## config.mk

```make
export PLATFORM = sky130hd
export DESIGN_NAME = secant_sequencer
export DESIGN_NICKNAME = d
export VERILOG_FILES = /design/src/rtl/secant_sequencer.sv
export SDC_FILE = /design/constraint.sdc
export NUM_CORES = 1
export LEC_CHECK = 0
export BUFFER_PORTS_ARGS = -buffer_cell sky130_fd_sc_hd__buf_2
export CORE_MARGIN = 3
export CORE_UTILIZATION = 40
export CTS_BUF_LIST = sky130_fd_sc_hd__clkbuf_8 sky130_fd_sc_hd__clkbuf_16
export DETAILED_ROUTE_END_ITERATION = 10
export SYNTH_ARGS = -nofsm -noshare
export SYNTH_HDL_FRONTEND = slang
export SYNTH_SLANG_ARGS = --single-unit
```

## constraint.sdc

```tcl
create_clock -name clk -period 2.7 [get_ports clk]
set_input_delay 0.405 -clock clk [delete_from_list [all_inputs] [get_ports clk]]
set_output_delay 0.405 -clock clk [all_outputs]
set_load 0.01 [all_outputs]
```

## src/rtl/secant_sequencer.sv

```systemverilog
// Purpose: runs a secant solver loop: apply the solver's current reference, let the plant settle, average samples, test convergence.
// Latency: SETTLE + 2^NSAMP_LOG2 + 3 cycles per evaluation; done is a one-cycle pulse after the final evaluation.
// Backpressure: none; start is ignored while busy and abort drops any run back to IDLE on the next edge.
module secant_sequencer #(
  parameter int WIDTH      = 10,
  parameter int TOL        = 30,
  parameter int SETTLE     = 16,
  parameter int NSAMP_LOG2 = 2,
  parameter int MAX_ITER   = 8
) (
  input  logic                            clk,
  input  logic                            rst,
  input  logic                            start,
  input  logic                            abort,
  input  logic [WIDTH-1:0]                desired_q,
  input  logic [WIDTH-1:0]                measured_q,
  input  logic [WIDTH-1:0]                solver_iref,
  output logic [WIDTH-1:0]                i_ref,
  output logic [WIDTH-1:0]                sample_q,
  output logic                            step,
  output logic                            busy,
  output logic                            done,
  output logic                            converged,
  output logic                            timeout,
  output logic [$clog2(MAX_ITER+1)-1:0]   iter_cnt
);

  localparam int IW = $clog2(MAX_ITER + 1);
  localparam int SW = $clog2(SETTLE + 1);
  localparam int AW = WIDTH + NSAMP_LOG2;
  localparam int NW = NSAMP_LOG2 + 1;

  localparam logic [SW-1:0]  SETTLE_LOAD = SW'(SETTLE - 1);
  localparam logic [NW-1:0]  SAMP_LAST   = NW'((1 << NSAMP_LOG2) - 1);
  localparam logic [IW-1:0]  ITER_LAST   = IW'(MAX_ITER - 1);
  localparam logic [WIDTH:0] TOL_W       = (WIDTH + 1)'(TOL);

  typedef enum logic [2:0] {
    S_IDLE, S_APPLY, S_SETTLE, S_SAMPLE, S_EVAL, S_STEP, S_DONE
  } state_t;

  state_t           state_q;
  logic [WIDTH-1:0] i_ref_q;
  logic [WIDTH-1:0] sample_q_q;
  logic [SW-1:0]    settle_q;
  logic [NW-1:0]    scnt_q;
  logic [AW-1:0]    acc_q;
  logic [IW-1:0]    iter_q;
  logic             step_q;
  logic             busy_q;
  logic             done_q;
  logic             conv_q;
  logic             tmo_q;

  logic [WIDTH-1:0]        avg_d;
  logic signed [WIDTH:0]   diff_d;
  logic [WIDTH:0]          err_d;

  // Average of the accumulated samples and its absolute distance from the target
  always_comb begin
    avg_d  = WIDTH'(acc_q >> NSAMP_LOG2);
    diff_d = $signed({1'b0, avg_d}) - $signed({1'b0, desired_q});
    err_d  = diff_d[WIDTH] ? $unsigned(-diff_d) : $unsigned(diff_d);
  end

  // Sequencer FSM with registered status outputs; abort overrides every transition
  always_ff @(posedge clk or posedge rst) begin
    if (rst) begin
      state_q    <= S_IDLE;
      i_ref_q    <= '0;
      sample_q_q <= '0;
      settle_q   <= '0;
      scnt_q     <= '0;
      acc_q      <= '0;
      iter_q     <= '0;
      step_q     <= 1'b0;
      busy_q     <= 1'b0;
      done_q     <= 1'b0;
      conv_q     <= 1'b0;
      tmo_q      <= 1'b0;
    end else if (abort && state_q != S_IDLE) begin
      // i_ref deliberately holds the last applied value
      state_q <= S_IDLE;
      step_q  <= 1'b0;
      busy_q  <= 1'b0;
      done_q  <= 1'b0;
      conv_q  <= 1'b0;
      tmo_q   <= 1'b0;
    end else begin
      case (state_q)
        S_IDLE: begin
          if (start && !abort) begin
            state_q <= S_APPLY;
            busy_q  <= 1'b1;
            iter_q  <= '0;
            conv_q  <= 1'b0;
            tmo_q   <= 1'b0;
          end
        end
        S_APPLY: begin
          i_ref_q  <= solver_iref;
          settle_q <= SETTLE_LOAD;
          state_q  <= S_SETTLE;
        end
        S_SETTLE: begin
          if (settle_q == '0) begin
            state_q <= S_SAMPLE;
            acc_q   <= '0;
            scnt_q  <= '0;
          end else begin
            settle_q <= settle_q - 1'b1;
          end
        end
        S_SAMPLE: begin
          acc_q <= acc_q + AW'(measured_q);
          if (scnt_q == SAMP_LAST) begin
            state_q <= S_EVAL;
          end else begin
            scnt_q <= scnt_q + 1'b1;
          end
        end
        S_EVAL: begin
          sample_q_q <= avg_d;
          if (err_d < TOL_W) begin
            state_q <= S_DONE;
            conv_q  <= 1'b1;
            busy_q  <= 1'b0;
            done_q  <= 1'b1;
          end else if (iter_q == ITER_LAST) begin
            state_q <= S_DONE;
            tmo_q   <= 1'b1;
            busy_q  <= 1'b0;
            done_q  <= 1'b1;
          end else begin
            state_q <= S_STEP;
            step_q  <= 1'b1;
          end
        end
        S_STEP: begin
          step_q  <= 1'b0;
          iter_q  <= iter_q + 1'b1;
          state_q <= S_APPLY;
        end
        S_DONE: begin
          done_q  <= 1'b0;
          state_q <= S_IDLE;
        end
        default: begin
          state_q <= S_IDLE;
          step_q  <= 1'b0;
          busy_q  <= 1'b0;
          done_q  <= 1'b0;
        end
      endcase
    end
  end

  assign i_ref     = i_ref_q;
  assign sample_q  = sample_q_q;
  assign step      = step_q;
  assign busy      = busy_q;
  assign done      = done_q;
  assign converged = conv_q;
  assign timeout   = tmo_q;
  assign iter_cnt  = iter_q;

endmodule

```

After elaboration in Yosys (flattened, before gate mapping). Cells that the tools add are included. Widths: inputs -> output; s select.

Output and inout port bits: 29. Word-level logic and storage cells: 105. Bits in registers: 52. Input bits: 34.

Magnitude comparators: 1. Eq/ne operators: 23. $add $sub $neg: 6. Reduce and logical (&&, ||, !) cells: 25. Mux-type cells: 37. Bitwise operators: 1.

Operator list (count): $pmux 12 s2 (1); $ne 3x3->1 const B (7); $reduce_and 3->1 (7); $mux 3 (6); $pmux 3 s6 (1); $mux 1 (15); $reduce_or 5->1 (3); $add 12x10->12 (1); $mux 12 (1); $lt 11x5->1 const B (1); $mux 11 (1); $neg 11->11 (1); $sub 10x10->11 (1); $pmux 5 s2 (1); $eq 3x2->1 const B (3); $eq 3x3->1 const B (3); $ne 2x2->1 const B (4); $pmux 1 s2 (4); $pmux 4 s2 (1); $reduce_and 4->1 (2); $ne 2x1->1 const B (3); $pmux 3 s2 (1); $reduce_and 2->1 (3); $reduce_bool 2->1 (3); other kinds (16) (19).

Depth between registers and ports, before layout. Gate-level depths: netlist (run 1).

Depth in word-level cells: 7. Mapped depth: 13. Mapped depth without buffers: 13.

Worst setup path after synthesis (run 1). No wires, ideal clock.

Path kind: flip-flop to flip-flop. Start: reg acc_q[2]. End: reg done_q (netlist: done). Period minus slack after synthesis: 2.814 ns. Required time: 2.574 ns. Setup time: 0.126 ns. Buffers on the path: 0. Arrival time: 2.688 ns. Cell stages (with the launch flop): 14. Setup slack: -0.114 ns. Cells stage by stage: dfrtp_1 inv_1 ha_1 inv_1 fa_1 a21o_1 a21oi_1 xnor2_1 a2111oi_4 xor2_1 nor3_1 a31oi_2 o31ai_2 a221o_1.

Longest elaborated chain between the ends: 7. Elaborated cells on any way between the ends: 9. Those cells by class: add/sub: 2; order compare: 1; eq/ne: 1; mux: 4; reduce/logical: 1.

RTL lines: from (decl) (RTL line 47) `logic [AW-1:0] acc_q;`; from (signal assigned) (RTL line 115) `acc_q <= acc_q + AW'(measured_q);`; $sub 10x10->11 (*) (RTL line 62) `diff_d = $signed({1'b0, avg_d}) - $signed({1'b0, desired_q});`; $neg 11->11 (RTL line 63) `err_d = diff_d[WIDTH] ? $unsigned(-diff_d) : $unsigned(diff_d);`; $mux 11 (*) (RTL line 63); $lt 11x5->1 (*) (RTL line 124) `if (err_d < TOL_W) begin`; $mux 1 (RTL line 124); $pmux 1 s2 (RTL line 90) `case (state_q)`; $mux 1 (RTL line 81) `end else if (abort && state_q != S_IDLE) begin`; to (signal assigned) (RTL line 78) `done_q <= 1'b0;`; to (signal assigned) (RTL line 86) `done_q <= 1'b0;`; to (signal assigned) (RTL line 128) `done_q <= 1'b1;`; to (decl) (RTL line 51) `logic done_q;`.

Every way passes the cells marked *; elsewhere a longest branch is shown, timed or not. A chain may end at the register's enable or synchronous reset.

Worst setup path in the final report (run 1). Ends and elaborated chain as after synthesis.

==> results.md, run 1 <==
* Crit share post-route at 105%
* Hold Fails Final Rpt at 0
* Mapped Area at 3370 µm²
* Area post-placement at 4130 µm²
* Layout Nets at 504
* Post-CTS Hold Fix Bufs at 0
* Psw at 1.67 mW
* Sw Ratio at 40.2%
* CTS tree: yes
* Yosys warning total at 0
* Post-synthesis cell type count at 55
* Status: finished, violations left
* Flop pwr share at 27.4%
* Root Driver: clkbuf_8
* DP HPWL at 5900 µm
* Share of post-route cells with drive strength above 1 at 37.2%
* DR pass1 iterations at 4
* Largest net degree at the start of global routing at 29
* Worst R2R End: done
* DR WL/cell at 13.7 µm
* R2R depth at 13
* Setup Skew at 0.0119 ns
* Total Routed Length at 7460 µm
* Layout fillers at 745
* Starting Density at 42.3%
* Chip width at 97.8 µm
* Minimum clock period after layout at 2.85 ns
* Max Cap Violations at 0
* # H-tree levels at 2
* Post-Synth Adder-Cell Area at 10.8%
* Clk buf depth at 2
* Total Routing Usage GR at 15.8%
* GRT overflow at 0
* R2R Setup Slk at -0.15 ns
* Mux cell area share after synthesis at 7.32%
* Wire length of the first global-routing pass at 12,600 µm
* Comb pwr share at 61.2%
* CP required at 2.91 ns
* Routed Antenna Nets at 0
* Slew Viols, Final at 0
* Die Y-Extent at 97.8 µm
* RSZ-0062 raised after global routing: true
* Fmax at 0.351 GHz
* Async set-reset flop share out of synthesis at 100%
* TritonCTS Buffers at 5
* Synth Area in Simple Gates at 13.4%
* Die area at 9560 µm²
* Worst-margin pin slew at 0.588 ns
* # diodes at 0
* Final worst setup slack at -0.147 ns
* Met1 Track Usage GR at 22.1%
* Worst skew pair latency at 0.31 ns
* Setup TNS at -0.692 ns
* Syn avg cell area at 9.91 µm²
* XOR/XNOR share of the synthesized area at 5.94%
* RD Place Congestion at 0.761
* Setup-failing EPs final at 7
* Core box area at 7970 µm²
* Non-Filler Instances at 545
* GRT met2 Usage at 25.4%
* Row cnt at 32
* Setup crit end kind: register
* M3 GR Usage at 3.14%
* Cell Pwr Density at 964 nW/µm²
* Worst ir drop on vdd at 0.000402 V
* Ys flop type: dfrtp_1
* Initial antenna violation count at 0
* Setup crit start kind: register
* # clock sinks at 52
* I/O pin count at 63
* Reg2reg start: acc_q[2]
* Cells after Synth at 340
* Worst Path Max Fanout at 5
* GRT busiest layer: met2
* Final Util at 54.1%
* Reg clk slew, reported paths at 0.11 ns
* Largest family of logic cells by synthesized area: compound AO/OA/AOI/OAI gates
* Vias in the first global route at 2,716
* Dpl cells at 532
* Compound-cell area share of the yosys netlist at 19.7%
* DR DRC count at 0
* Via count at 2,839
* Slew margin rel. at 60.7%
* Failing checks: setup timing
* Int Power at 2.48 mW
* Via density per instance at 5.21
* Seq/Total Area, Yosys at 38.6%
* EDFF count, synth at 0
* Synth-to-Final Area Change at 27.9%
* Hold Crit Class: in2async
* Clk pwr share at 11.3%
* Static leakage at 2.15 nW
* DRT iter0 DRCs at 95
* Crit path kind: reg2reg
* Design Area, Final at 4310 µm²
* Flops & latches, synth at 52
* # port buffers at 62
* Synthesized net count at 402
* CP Data Arrival Time at 3.06 ns
* WHS at 0.138 ns
[placed cells by master, fill, tap and decap left out, drive strengths merged, types with 5 or more instances in the layout]
master  Yosys  routed
nand3       6       6
clkbuf     10       5
nand2      22      22
xor2       11      11
nor3       14      14
buf         1     106
a21o        8       8
dfrtp      52      52
nand2b      5       5
xnor2      11      11
a21oi      20      20
a31oi       9       9
o21ai      15      15
mux2       21      21
ha         26      26
a22o        9       9
nor2       18      18
inv        26      28
and3        5       5
[cell usage after synthesis, types with 2 or more instances]
library cell	count	area, µm²
a31oi_1	7	43.8
nor3_1	14	70.1
or3_1	2	12.5
o21ai_0	11	55.1
nand3_1	6	30.0
nor2b_1	3	18.8
o211a_1	2	20.0
o31ai_1	2	15.0
o21bai_1	3	22.5
nor4_1	2	12.5
o21a_1	3	22.5
dfrtp_1	52	1300
nand2b_1	4	25.0
o22ai_1	2	12.5
o21ai_1	3	15.0
a41oi_1	3	26.3
a22oi_1	3	22.5
mux2_2	21	236
nor2_1	18	67.6
and3_1	5	31.3
o31a_1	2	17.5
a21oi_1	20	100
clkbuf_1	10	37.5
o22a_1	2	17.5
a31oi_2	2	25.0
xnor2_1	11	96.3
ha_1	26	325
a22o_1	9	78.8
nand2_1	22	82.6
xor2_1	10	87.6
fa_1	2	40.0
inv_1	26	97.6
a21o_1	8	60.1
nand4_1	3	18.8
[registers in the layout, summed over array words and instances (netlist names)]
register   count
acc_q         12
i_ref         10
sample_q      10
settle_q       5
iter_cnt       4
scnt_q         3
state_q        3
busy           1
converged      1
done           1
step           1
timeout        1
[timing repair]
item	CTS	global route
gates resized for setup	6	6
gates cloned	0	0
setup endpoints to repair	8	8
pin swaps	7	8
endpoints found under the hold margin	0	0
setup buffers	1	4
[cell type report]
class	instances	area (µm²)	area share [%]
tap	102	128	2.96
multi-input combinational	251	2050	47.5
inverter	26	97.6	2.26
clock buffer	5	68.8	1.60
sequential	52	1300	30.2
timing repair buffer	106	641	14.9
clock inverter	3	25.0	0.581
[cells by family after synthesis]
family / after synthesis
AO/OA/AOI/OAI: 91
buffers and inverters: 37
multiplexers: 22
flip-flops: 52
XOR/XNOR: 22
adder cells (fa/ha/maj): 28
AND/OR/NAND/NOR: 88
[power by group through the flow]
stage                     combinational (mW)  sequential, mW  clock [mW]
after floorplan                         1.55            1.19           0
after global placement                  2.34            1.15           0
after detailed placement                2.37            1.16           0
after CTS                               2.43            1.14       0.499
after global routing                    2.81            1.17       0.522
final                                   2.54            1.14       0.471
[worst max-delay path by stage]
| stage | endpoint | startpoint |
|---|---|---|
| after floorplan | done | acc_q[2] |
| after global placement | done | desired_q[0] |
| after detailed placement | done | desired_q[0] |
| after CTS | done | acc_q[2] |
| after global routing | timeout | acc_q[2] |
| final | done | acc_q[2] |
[worst max-delay path, stage by stage, from the launching register on]
cell and delay, ns:
dfrtp_1 0.40, inv_2 0.09, ha_4 0.13, inv_2 0.03, fa_2 0.35, a21o_1 0.20
a21oi_2 0.17, xnor2_2 0.13, a2111oi_4 0.29, xor2_1 0.17, nor3_1 0.07, a31oi_2 0.27
o31ai_4 0.12, a221o_1 0.33
[per-layer routing]
layer  vias to the layer above  wire length [µm]
met2                        44              3410
met5                         -                 0
met3                         9               233
li1                       1440                 -
met4                         0                90
met1                      1346              3730
[through the flow]
step	power, mW	setup slack (ns)
finish	4.15	-0.147
global route	4.51	-0.325
CTS	4.07	-0.159
detailed placement	3.53	-0.285
global placement	3.49	-0.241
floorplan	2.74	-0.0337
(Power assumes the default switching activity.)
==> run 2, diff against run 1 <==
- ABC_AREA: unset -> 1
==> run 2 against run 1 <==
Net effect: the run now ends clean; critical endpoint unchanged; largest power group unchanged; final area increased by 1.0%; combinational power increased by 17%; flip-flop and latch count unchanged; sequential power increased by 16%; largest cell class unchanged.
==> results.md, run 2 <==
* DRT iter0 DRCs at 119 (+25%)
* R2R depth at 19 (+6)
* WL met3 at 262 µm (+12%)
* Worst Path Max Fanout at 4 (-1)
* Worst-margin pin slew at 0.625 ns (+0.0365 ns)
* Layout Nets at 663 (+32%)
* Yosys warning total at 0 (unchanged)
* Die area at 10,500 µm² (+10%)
* Comb pwr share at 62.3% (+1.1 points)
* Flop pwr share at 27.9% (+0.5 points)
* Reg clk slew, reported paths at 0.10 ns (about the same)
* Worst ir drop on vdd at 0.000459 V (+14%)
* Final Util at 49.0% (-5.1 points)
* DR pass1 iterations at 4 (unchanged)
* Crit path kind: reg2reg
* Met1 wire length at 4390 µm (+18%)
* Cells after Synth at 530 (+56%)
* Setup Skew at 0.0142 ns (+0.00237 ns)
* Worst R2R End: done
* Mapped Area at 3740 µm² (+11%)
* Worst skew pair latency at 0.31 ns (about the same)
* # clock sinks at 52 (unchanged)
* Synth-to-Final Area Change at 16.5%
* Psw at 2.36 mW (+42%)
* Commonest non-fill, non-tap cell in the layout: nand2_1
* Setup TNS at 0 ns (+0.692 ns)
* Setup crit start kind: register
* Cell Pwr Density at 1090 nW/µm² (+13%)
* Non-Filler Instances at 710 (+30%)
* Crit share post-route at 93.7% (-12 points)
* Setup-failing EPs final at 0 (-7)
* Post-synthesis cell type count at 38 (-31%)
* Total Routing Usage GR at 17.2% (+1.4 points)
* # diodes at 0 (unchanged)
* CP required at 2.92 ns (about the same)
* Via density per instance at 4.78 (-8.2%)
* Row cnt at 34 (+6.3%)
* Chip width at 103 µm (+5.0%)
* Setup crit end kind: register
* Share of post-route cells with drive strength above 1 at 21.4% (-16 points)
* Dpl cells at 701 (+32%)
* Most frequent cells in the layout: nand2_1, inv_1, buf_2, dfrtp_1
* Synth cell count leaders: nand2_1, inv_1, dfrtp_1
* Clk pwr share at 9.8% (-1.5 points)
* Sw Ratio at 49.8% (+9.6 points)
* Layout fillers at 877 (+18%)
* Total Routed Length at 8630 µm (+16%)
* Status: completed
* Largest area contributor in the netlist: dfrtp_1
* Ys flop type: dfrtp_1
* Post-CTS Hold Fix Bufs at 0 (unchanged)
* # H-tree levels at 2 (unchanged)
* Slew margin rel. at 58.3% (-2.4 points)
* Flops & latches, synth at 52 (unchanged)
* Starting Density at 42.0% (-0.25 points)
* Routed Antenna Nets at 0 (unchanged)
* TritonCTS Buffers at 5 (unchanged)
* # port buffers at 62 (unchanged)
* Synthesized net count at 592 (+47%)
* DR WL/cell at 12.2 µm (-11%)
* Initial antenna violation count at 0 (unchanged)
* GRT overflow at 0 (unchanged)
* Area post-placement at 4200 µm² (+1.8%)
* Design Area, Final at 4350 µm² (+1.0%)
* Vias in the first global route at 3,203 (+18%)
* RSZ-0062 raised after global routing: true
* EDFF count, synth at 0 (unchanged)
* Multi-input logic area at 2140 µm² (+4.3%)
* R2R Setup Slk at 0.17 ns (+0.32 ns)
* Top Layer Used: met4
* Hold Crit Class: in2async
* Core box area at 8890 µm² (+12%)
* Place WS at -0.00973 ns (+0.275 ns)
* Via count at 3,394 (+20%)
* Most frequent cell after synthesis: nand2_1
* Reg2reg start: acc_q[2]
* Register area at 1300 µm² (unchanged)
* Static leakage at 2.42 nW (+12%)
* Max FFs per register at 12 (unchanged)
* Fmax at 0.395 GHz (+13%)
* Seq/Total Area, Yosys at 34.8% (-3.8 points)
* Synth area leaders: dfrtp_1, nand2_1, ha_1
* Hold Fails Final Rpt at 0 (unchanged)
* Root Driver: clkbuf_8
* Async set-reset flop share out of synthesis at 100% (unchanged)
* Slew Viols, Final at 0 (unchanged)
* CTS tree: yes
* Met2 WL at 3880 µm (+14%)
* DP HPWL at 7000 µm (+19%)
* RD Place Congestion at 0.836 (+9.8%)
* Minimum clock period after layout at 2.53 ns (-0.318 ns)
* Most flop-heavy register: acc_q
* Max Cap Violations at 0 (unchanged)
* Die Y-Extent at 103 µm (+5.0%)
* DR DRC count at 0 (unchanged)
* Top-area cell type share of the netlist area at 34.8% (-3.8 points)
* Wire length of the first global-routing pass at 14,600 µm (+16%)
* Final worst setup slack at 0.171 ns (+0.318 ns)
* CP Data Arrival Time at 2.75 ns (-0.31 ns)
* Clk buf depth at 2 (unchanged)
* Syn avg cell area at 7.05 µm² (-29%)
* Int Power at 2.39 mW (-4.0%)
* I/O pin count at 63 (unchanged)
* Largest net degree at the start of global routing at 31 (+6.9%)
## run 2: changes by cell type in the layout (fill, tap and decap cells not counted), sizes merged, moves of 8 or more
cell	previous run	this run
a21o	8	0
buf	106	68
inv	28	89
mux2	21	0
nand2	22	178
nand3	6	43
nor2	18	47
o21ai	15	29
xnor2	11	3
xor2	11	1
## run 2: cell type report
class	instances	area share, %
clock inverters	3	0.575
clock buffers	5	1.58
flip-flops and latches	52	29.9
well taps	108	3.10
inverters	87	7.62
repair buffers	68	8.16
multi-input cells	387	49.1
## run 2: critical path, cell delays in order, from the launching register on
cell and delay [ns]:
dfrtp_1 0.40, inv_2 0.09, ha_4 0.13, inv_2 0.04, fa_2 0.57, inv_2 0.05, ha_4 0.16, inv_4 0.06
xor2_1 0.13, nand3_1 0.08, nand2_1 0.09, nand3_2 0.11, nor2_4 0.11, nor2_2 0.05, nand3_2 0.10, nand2_2 0.07
nand2_1 0.06, nand2_1 0.05, nand2_1 0.05, inv_1 0.03
## run 2: per-layer routing
layer	GRT usage [%]	vias to the layer above
met5	0	-
met4	4.04	0
met3	2.91	9
met2	27.1	49
met1	24.8	1504
li1	-	1832
## run 2: how the worst max path moves through the flow
stage                 start  endpoint  cells after the start
2_1_floorplan  desired_q[0]      busy                     18
3_3_place_gp   desired_q[0]      done                     19
3_5_place_dp   desired_q[0]      done                     19
4_1_cts            acc_q[2]      done                     19
5_1_grt            acc_q[2]      done                     20
6_report           acc_q[2]      done                     19
## run 2: cells by family after synthesis
family	Yosys count	share of synthesized area, %
xor+xnor	4	0.938
flops	52	34.8
compound gates	71	11.3
simple gates	284	33.9
fa+ha+maj	28	9.78
buf+inv	91	9.24
## run 2: metrics by stage
| stage | hold slack [ns] | power [mW] |
|---|---|---|
| after detailed placement | 0.455 | 4.17 |
| after global routing | 0.194 | 5.28 |
| after global placement | 0.451 | 4.12 |
| after floorplan | 0.457 | 3.47 |
| final | 0.155 | 4.75 |
| after CTS | 0.179 | 4.67 |
## run 2: power by group through the flow
stage          logic, mW  registers (mW)  clock network [mW]
2_1_floorplan       2.10            1.37                   0
3_3_place_gp        2.79            1.33                   0
3_5_place_dp        2.84            1.34                   0
4_1_cts             2.85            1.32               0.496
5_1_grt             3.39            1.37               0.524
6_report            2.96            1.32               0.467
## run 2: repair_timing
| item | in CTS | in global routing |
|---|---|---|
| resized for setup | 0 | 14 |
| setup buffers | 0 | 1 |
| setup endpoints to repair | 0 | 7 |
